## src/rtl/bcd_serial_subtractor.sv

```systemverilog
// bcd_serial_subtractor
// Digit-serial packed-BCD subtractor computing X - Y one decimal digit per
// clock, least significant digit first, with a start/done handshake.
// A single 4-bit digit slice and one borrow flop are reused for every digit.
//
// Optional feature macro: BCD_SIGN_MAGNITUDE_EN
//   defined   : a negative result is converted to its magnitude in a FIX pass
//               (ten's complement of Diff, digit-serial) and negative = 1.
//   undefined : a negative result is left as the DIGITS-digit ten's
//               complement with borrow_out = 1; negative is tied to 0.
//
// state | meaning
// IDLE  | waiting for start
// SUB   | subtracting digit idx (one cycle only when operands were invalid)
// FIX   | ten's-complementing Diff digit idx (sign-magnitude build only)
// DONE  | one-cycle done pulse, results valid
module bcd_serial_subtractor #(
  parameter int DIGITS = 4
) (
  input  logic                  clk,
  input  logic                  rst,
  input  logic                  start,
  input  logic [4*DIGITS-1:0]   X,
  input  logic [4*DIGITS-1:0]   Y,
  output logic [4*DIGITS-1:0]   Diff,
  output logic                  borrow_out,
  output logic                  negative,
  output logic                  invalid,
  output logic                  busy,
  output logic                  done
);

  localparam int IW = (DIGITS > 1) ? $clog2(DIGITS) : 1;
  localparam logic [IW-1:0] LAST_IDX = IW'(DIGITS - 1);

`ifdef BCD_SIGN_MAGNITUDE_EN
  typedef enum logic [1:0] {IDLE = 2'd0, SUB = 2'd1, FIX = 2'd2, DONE = 2'd3} state_t;
`else
  typedef enum logic [1:0] {IDLE = 2'd0, SUB = 2'd1, DONE = 2'd3} state_t;
`endif

  state_t              state_q, state_d;
  logic [4*DIGITS-1:0] x_q, y_q;
  logic [IW-1:0]       idx_q;
  logic                borrow_q;
  logic                accept;
  logic                last_dig;
  logic                bad_operand;
  logic [3:0]          a_dig, b_dig, dig_res;
  logic [4:0]          t_raw;
  logic                brw_nxt;
`ifdef BCD_SIGN_MAGNITUDE_EN
  logic                negative_q;
`endif

  function automatic logic has_bad_nibble(input logic [4*DIGITS-1:0] v);
    logic bad;
    bad = 1'b0;
    for (int i = 0; i < DIGITS; i++) begin
      if (v[4*i +: 4] > 4'd9) bad = 1'b1;
    end
    return bad;
  endfunction

  assign accept      = ((state_q == IDLE) || (state_q == DONE)) && start;
  assign last_dig    = (idx_q == LAST_IDX);
  assign bad_operand = has_bad_nibble(X) | has_bad_nibble(Y);

  // Shared digit slice: X_i - Y_i - b in SUB, 0 - Diff_i - b in FIX.
  always_comb begin
    a_dig = x_q[idx_q*4 +: 4];
    b_dig = y_q[idx_q*4 +: 4];
`ifdef BCD_SIGN_MAGNITUDE_EN
    if (state_q == FIX) begin
      a_dig = 4'd0;
      b_dig = Diff[idx_q*4 +: 4];
    end
`endif
    // Range is -10..9, so bit 4 is the sign of the 5-bit difference.
    t_raw   = {1'b0, a_dig} - {1'b0, b_dig} - {4'd0, borrow_q};
    brw_nxt = t_raw[4];
    dig_res = t_raw[4] ? (t_raw[3:0] + 4'd10) : t_raw[3:0];
  end

  // State register.
  always_ff @(posedge clk or posedge rst) begin
    if (rst) state_q <= IDLE;
    else     state_q <= state_d;
  end

  // Next-state logic; invalid operands still spend one SUB cycle so done
  // arrives one cycle after acceptance.
  always_comb begin
    state_d = state_q;
    case (state_q)
      IDLE: if (start) state_d = SUB;
      SUB: begin
        if (invalid) begin
          state_d = DONE;
        end else if (last_dig) begin
`ifdef BCD_SIGN_MAGNITUDE_EN
          state_d = brw_nxt ? FIX : DONE;
`else
          state_d = DONE;
`endif
        end
      end
`ifdef BCD_SIGN_MAGNITUDE_EN
      FIX: if (last_dig) state_d = DONE;
`endif
      DONE: state_d = start ? SUB : IDLE;
      default: state_d = IDLE;
    endcase
  end

  // Operand latch, digit-serial result accumulation and status flags.
  always_ff @(posedge clk or posedge rst) begin
    if (rst) begin
      x_q        <= '0;
      y_q        <= '0;
      Diff       <= '0;
      borrow_out <= 1'b0;
      invalid    <= 1'b0;
      borrow_q   <= 1'b0;
      idx_q      <= '0;
`ifdef BCD_SIGN_MAGNITUDE_EN
      negative_q <= 1'b0;
`endif
    end else if (accept) begin
      x_q        <= X;
      y_q        <= Y;
      Diff       <= '0;
      borrow_out <= 1'b0;
      invalid    <= bad_operand;
      borrow_q   <= 1'b0;
      idx_q      <= '0;
`ifdef BCD_SIGN_MAGNITUDE_EN
      negative_q <= 1'b0;
`endif
    end else if ((state_q == SUB) && !invalid) begin
      Diff[idx_q*4 +: 4] <= dig_res;
      if (last_dig) begin
        borrow_out <= brw_nxt;
        borrow_q   <= 1'b0;
        idx_q      <= '0;
      end else begin
        borrow_q   <= brw_nxt;
        idx_q      <= idx_q + 1'b1;
      end
    end
`ifdef BCD_SIGN_MAGNITUDE_EN
    else if (state_q == FIX) begin
      Diff[idx_q*4 +: 4] <= dig_res;
      if (last_dig) begin
        negative_q <= 1'b1;
        borrow_q   <= 1'b0;
        idx_q      <= '0;
      end else begin
        borrow_q   <= brw_nxt;
        idx_q      <= idx_q + 1'b1;
      end
    end
`endif
  end

`ifdef BCD_SIGN_MAGNITUDE_EN
  assign negative = negative_q;
  assign busy     = (state_q == SUB) || (state_q == FIX);
`else
  assign negative = 1'b0;
  assign busy     = (state_q == SUB);
`endif
  assign done = (state_q == DONE);

endmodule

```

## config.mk

```make
export PLATFORM = sky130hd
export DESIGN_NAME = bcd_serial_subtractor
export DESIGN_NICKNAME = d
export VERILOG_FILES = /design/src/rtl/bcd_serial_subtractor.sv
export SDC_FILE = /design/constraint.sdc
export NUM_CORES = 1
export LEC_CHECK = 0
export ABC_CLOCK_PERIOD_IN_PS = 4100
export CAP_MARGIN = 20
export CORE_ASPECT_RATIO = 0.75
export CORE_UTILIZATION = 51
export DETAILED_ROUTE_END_ITERATION = 10
export PLACE_DENSITY = 0.8
export REMOVE_ABC_BUFFERS = 1
export SYNTH_ARGS = -nofsm -noshare
export SYNTH_HDL_FRONTEND = slang
export SYNTH_SLANG_ARGS = --single-unit
```

## constraint.sdc

```tcl
create_clock -name clk -period 4.1 [get_ports clk]
set_clock_uncertainty 0.15 [all_clocks]
set_input_delay 0.82 -clock clk [delete_from_list [all_inputs] [get_ports clk]]
set_output_delay 0.82 -clock clk [all_outputs]
set_load 0.02 [all_outputs]
```

==> results of run 1 <==
layer usage:
layer	up-vias	track usage
li1	900	-
met1	922	0.316
met2	58	0.332
met3	5	0.0490
met4	0	0.0521
met5	-	0
flip-flops by register name, indices dropped and copies added, names as in the netlist:
signal	cells
Diff	16
borrow_out	1
borrow_q	1
idx_q	2
invalid	1
state_q	2
x_q	16
y_q	16
report_power, final:
| part | internal [mW] | switching [mW] |
|---|---|---|
| combinational | 0.665 | 0.714 |
| sequential | 0.734 | 0.119 |
| clock | 0.114 | 0.156 |
| total | 1.51 | 0.990 |
cell families (layout without fill, tap and decap cells):
family | after synthesis | in the layout | synth area share
flops | 55 | 55 | 0.508
fa+ha+maj | 14 | 14 | 0.0701
compound gates | 40 | 40 | 0.0794
buf+inv | 24 | 77 | 0.0397
simple gates | 46 | 46 | 0.0789
xor+xnor | 4 | 4 | 0.0157
mux | 42 | 42 | 0.207
other cells | 1 | 1 | 0.00138
critical path, delay by kind of cell (launching register included):
kind	cells	cell delay [ns]
mux	2	0.89
fa+ha+maj	2	0.86
flops	1	0.52
simple gates	2	0.43
compound gates	2	0.45
worst paths after layout:
check,cells after the start,endpoint
hold / removal,2,Diff[8]
setup reg to reg,8,Diff[10]
min in group asynchronous,2,x_q[12]
setup / recovery,8,Diff[10]
max in group asynchronous,3,Diff[7]
hold reg to reg,2,Diff[8]
cell type report:
cell class / instances / area [um2]
fill: 410 / 1610
sequential: 55 / 1380
multi-input combinational: 147 / 1230
timing repair buffer: 57 / 576
tap: 72 / 90.1
clock buffer: 6 / 72.6
inverter: 14 / 52.6
cell usage in the layout, fill, tap and decap left out, types with 2 or more instances in the layout:
cell	n
inv_1	13
a21oi_1	9
nor2_1	5
nor3_1	3
clkbuf_8	5
nand4_1	3
fa_1	2
nor2b_1	2
xor2_1	2
mux2_2	33
nand2b_1	3
clkdlybuf4s50_1	54
mux4_2	8
dfrtp_1	55
or3_1	2
o21ai_0	21
ha_1	12
buf_4	2
nand2_1	23
o21ai_1	4
==> metrics.txt, run 1 <==
run status=finished, final reports clean; asr flop ratio synth=1.00; Port Buf Inserts=54; syn_area_per_cell=12.0 um2; Crit. End Element=register; initial antenna violation count=0; initial core utilization=0.541; Final Util=0.679; routed len/inst=15.0 um; unrepaired setup endpoints after global routing=false; Post-synth top cells=55 x dfrtp_1, 33 x mux2_2, 23 x nand2_1; worst setup path start=idx_q[0]; total power after layout=2.50 mW; metal2 WL=2290 um; Largest stage delay, worst path=0.56 ns; Worst R2R Start=idx_q[0]; Clock transition at path regs=0.08 ns; Area Growth Syn to Fin=25.5%; worst-margin pin slew=0.565 ns; Leak=1.41 nW; Routed WL=5270 um; worst hold path startpoint=Diff[8]; Tcrit/Tclk final=0.837; placed cell count=345; # setup viols final=0; CTS tree=done; Clock Tree Root=clkbuf_8; relative slew slack=0.623; Setup TNS Final=0 ns; DR pass1 iterations=4; synth unique cells=35; worst vdd ir=0.387 mV; uppermost layer routed=met4; Final nets=329; Post-synth EDFFs=0; Hold Vio Cnt, Final=0; number of global-route vias before repair=1,919; r2r setup slk=0.67 ns; count leader, synth=dfrtp_1; Congestion Overflow GR=0; Mapped Area=2710 um2; setup ws final=0.670 ns; CTS sink cnt=55; WHS=0.329 ns; design area=3400 um2; via count=1,885; Synth top area share=0.508; Final Critical Period=3.43 ns; sequential share of the synthesized area=0.508; post_cts resized=0; Post-route DRC=0; hold_buf cts=0; WP data required=4.13 ns; Slew Limit Fails=0; Die ar.=5620 um2; CP max FO=8; clock tree buffer depth=2; Hold WC Path Type=register to register; Post-CTS Setup Inserts=0; Die Ht=65.1 um; All-Layer GR Usage=0.217; H-tree levels=2; Startpoint Class=register; FMAX=292 MHz; CP max-delay cell=mux4_2; first-pass GRT wire length=9290 um; largest net degree at the start of global routing=46; Yosys warning count=0; Max-Cap Viols=0; ANT nets after route=0; crit-path cells=mux4_2 -> fa_1 -> fa_1 -> nand2b_1 -> a211o_1 -> and2_0 -> mux2i_1 -> o21ai_0; dominant cells by area after synthesis=dfrtp_1 51%, mux2_2 14%, mux4_2 6.6%, ha_1 5.5%, o21ai_0 3.9%; HPWL after DPL=4080 um; Placeable Area=5010 um2; final std cells w/o fill=351; chip width=86.2 um; Critical Path AT=3.46 ns; IO Count=56; Yosys reg bits=55; pre-CTS setup slack=0.705 ns; Placed Area=3330 um2; post-synthesis cell count=226; CTS buffer count=5; clk_lat worst skew=0.30 ns; Top FF cell, synth=dfrtp_1; GP Congestion=0.739; Critical Path Most Common Cell=fa_1; share of cells above drive strength 1=0.190; drt via density=5.37; initial detailed-routing violation count=57; wl on met1=2660 um; Setup Crit Path Kind=register to register; WL met3=271 um; Rows=22; Power Density=736 nW/um2; # diodes=0; top cell type by total area after synthesis=dfrtp_1
Power figures use the tool's default switching activity.
==> run 2, diff against run 1 <==
Settings changed: ABC_CLOCK_PERIOD_IN_PS 4100 to 3250.
Clock period 4.1 ns to 3.25 ns, I/O delays scaled along.
==> run 2 against run 1 <==
Effect of this change:
- cell area is 2.4% higher
- non-clock buffer count is 3 higher
- sequential power increased by 25%
- critical path type unchanged
==> metrics.txt, run 2 (synthesized netlist as in run 1, its figures left out) <==
initial detailed-routing violation count=70; routed len/inst=14.9 um; hold path depth=2; All-Layer GR Usage=0.215; initial antenna violation count=0; Congestion Overflow GR=0; worst vdd ir=0.597 mV; first-pass GRT wire length=9200 um; pre-CTS setup slack=-0.0563 ns; Tcrit/Tclk final=0.954; r2r setup slk=0.15 ns; GP Congestion=0.756; worst-margin pin slew=0.592 ns; relative slew slack=0.604; hold endpoint=Diff[8]; Rows=22; Clock Tree Root=clkbuf_8; Die ar.=5620 um2; Fill cells=373; Startpoint Class=register; initial core utilization=0.541; Routed WL=5300 um; Critical Path AT=3.19 ns; largest net degree at the start of global routing=32; HPWL after DPL=4140 um; run status=finished, final reports clean; H-tree levels=2; Final nets=332; Slew Limit Fails=0; design area=3480 um2; Worst R2R Path Depth=10; Hold Vio Cnt, Final=0; Top Registers=Diff (16), x_q (16), y_q (16); CTS tree=done; WHS=0.342 ns; clock tree buffer depth=2; Final Util=0.695; Setup Crit Path Kind=register to register; Max-Cap Viols=0; Clock transition at path regs=0.09 ns; Placed Area=3360 um2; drt via density=5.23; # setup viols final=0; # diodes=0; DR pass1 iterations=4; Power Density=960 nW/um2; Worst R2R Start=idx_q[0]; most frequent cells in the layout=54 x dfrtp_1, 54 x clkdlybuf4s50_1, 33 x mux2_2; CP max FO=9; Leak=1.44 nW; Port Buf Inserts=54; chip width=86.2 um; FMAX=322 MHz; ANT nets after route=0; Placeable Area=5010 um2; total power after layout=3.34 mW; Die Ht=65.1 um; setup ws final=0.149 ns; Crit. End Element=register; Final Critical Period=3.10 ns; Area Growth Syn to Fin=28.5%; Post-route DRC=0; clk_lat worst skew=0.30 ns; number of global-route vias before repair=1,903; IO Count=56; share of cells above drive strength 1=0.225; CTS buffer count=5; Hold WC Path Type=register to register; RR Endpoint=borrow_q; CTS sink cnt=55; via count=1,863; WP data required=3.34 ns; worst hold path startpoint=Diff[8]
==> run 2: cell count changes in the layout (fill, tap and decap cells not counted), sizes merged <==
cell	previous run	this run
buf	3	6
clkbuf	6	8
==> run 2: through the flow <==
step,TNS (ns),instances
after CTS,0,356
final,0,356
after global routing,-0.000929,356
after global placement,0,347
after floorplan,-3.30,216
after detailed placement,-0.287,347
==> run 2: what timing repair did <==
item	4_1_cts	5_1_grt
resized for setup	4	3
pin swaps	0	0
setup endpoints to repair	9	7
hold buffers	0	0
setup buffers	1	0
==> run 2: cell type report <==
| class | instances | area (um2) | share of cell area |
|---|---|---|---|
| Tap cell | 72 | 90.1 | 0.0259 |
| Sequential cell | 55 | 1380 | 0.395 |
| Multi-Input combinational cell | 147 | 1250 | 0.360 |
| Clock buffer | 8 | 100 | 0.0287 |
| Inverter | 14 | 52.6 | 0.0151 |
| Timing Repair Buffer | 60 | 611 | 0.175 |
==> run 2: metal layers <==
metal	GRT usage	up-vias	share of wire
met5	0	-	0
met2	0.341	47	0.45
met4	0.0375	0	0.0049
li1	-	895	-
met3	0.0477	4	0.042
met1	0.309	917	0.50
==> run 2: worst max-delay path, cell delays in order, from the launching register on <==
cell and delay, ns:
dfrtp_2 0.41, buf_4 0.13, buf_4 0.19, mux4_2 0.51
ha_1 0.29, inv_1 0.04, ha_1 0.32, a211o_1 0.29
and2_2 0.24, or3_1 0.32, a21oi_1 0.15
==> run 2: worst max-delay path by stage <==
stage,end,start,slack (ns),cells after the start
final,borrow_q,idx_q[0],0.15,10
after CTS,borrow_q,idx_q[0],0.03,8
after detailed placement,Diff[10],idx_q[0],-0.06,8
after floorplan,borrow_out,state_q[0],-0.27,6
after global routing,borrow_q,idx_q[0],-0.0009,10
after global placement,Diff[10],idx_q[0],0.05,8
==> run 2: power by group <==
group | internal (mW) | switching [mW] | total, mW | leakage (nW)
combinational | 0.930 | 0.936 | 1.87 | 0.704
sequential | 0.926 | 0.142 | 1.07 | 0.685
clock | 0.195 | 0.213 | 0.408 | 0.0515
total | 2.05 | 1.29 | 3.34 | 1.44
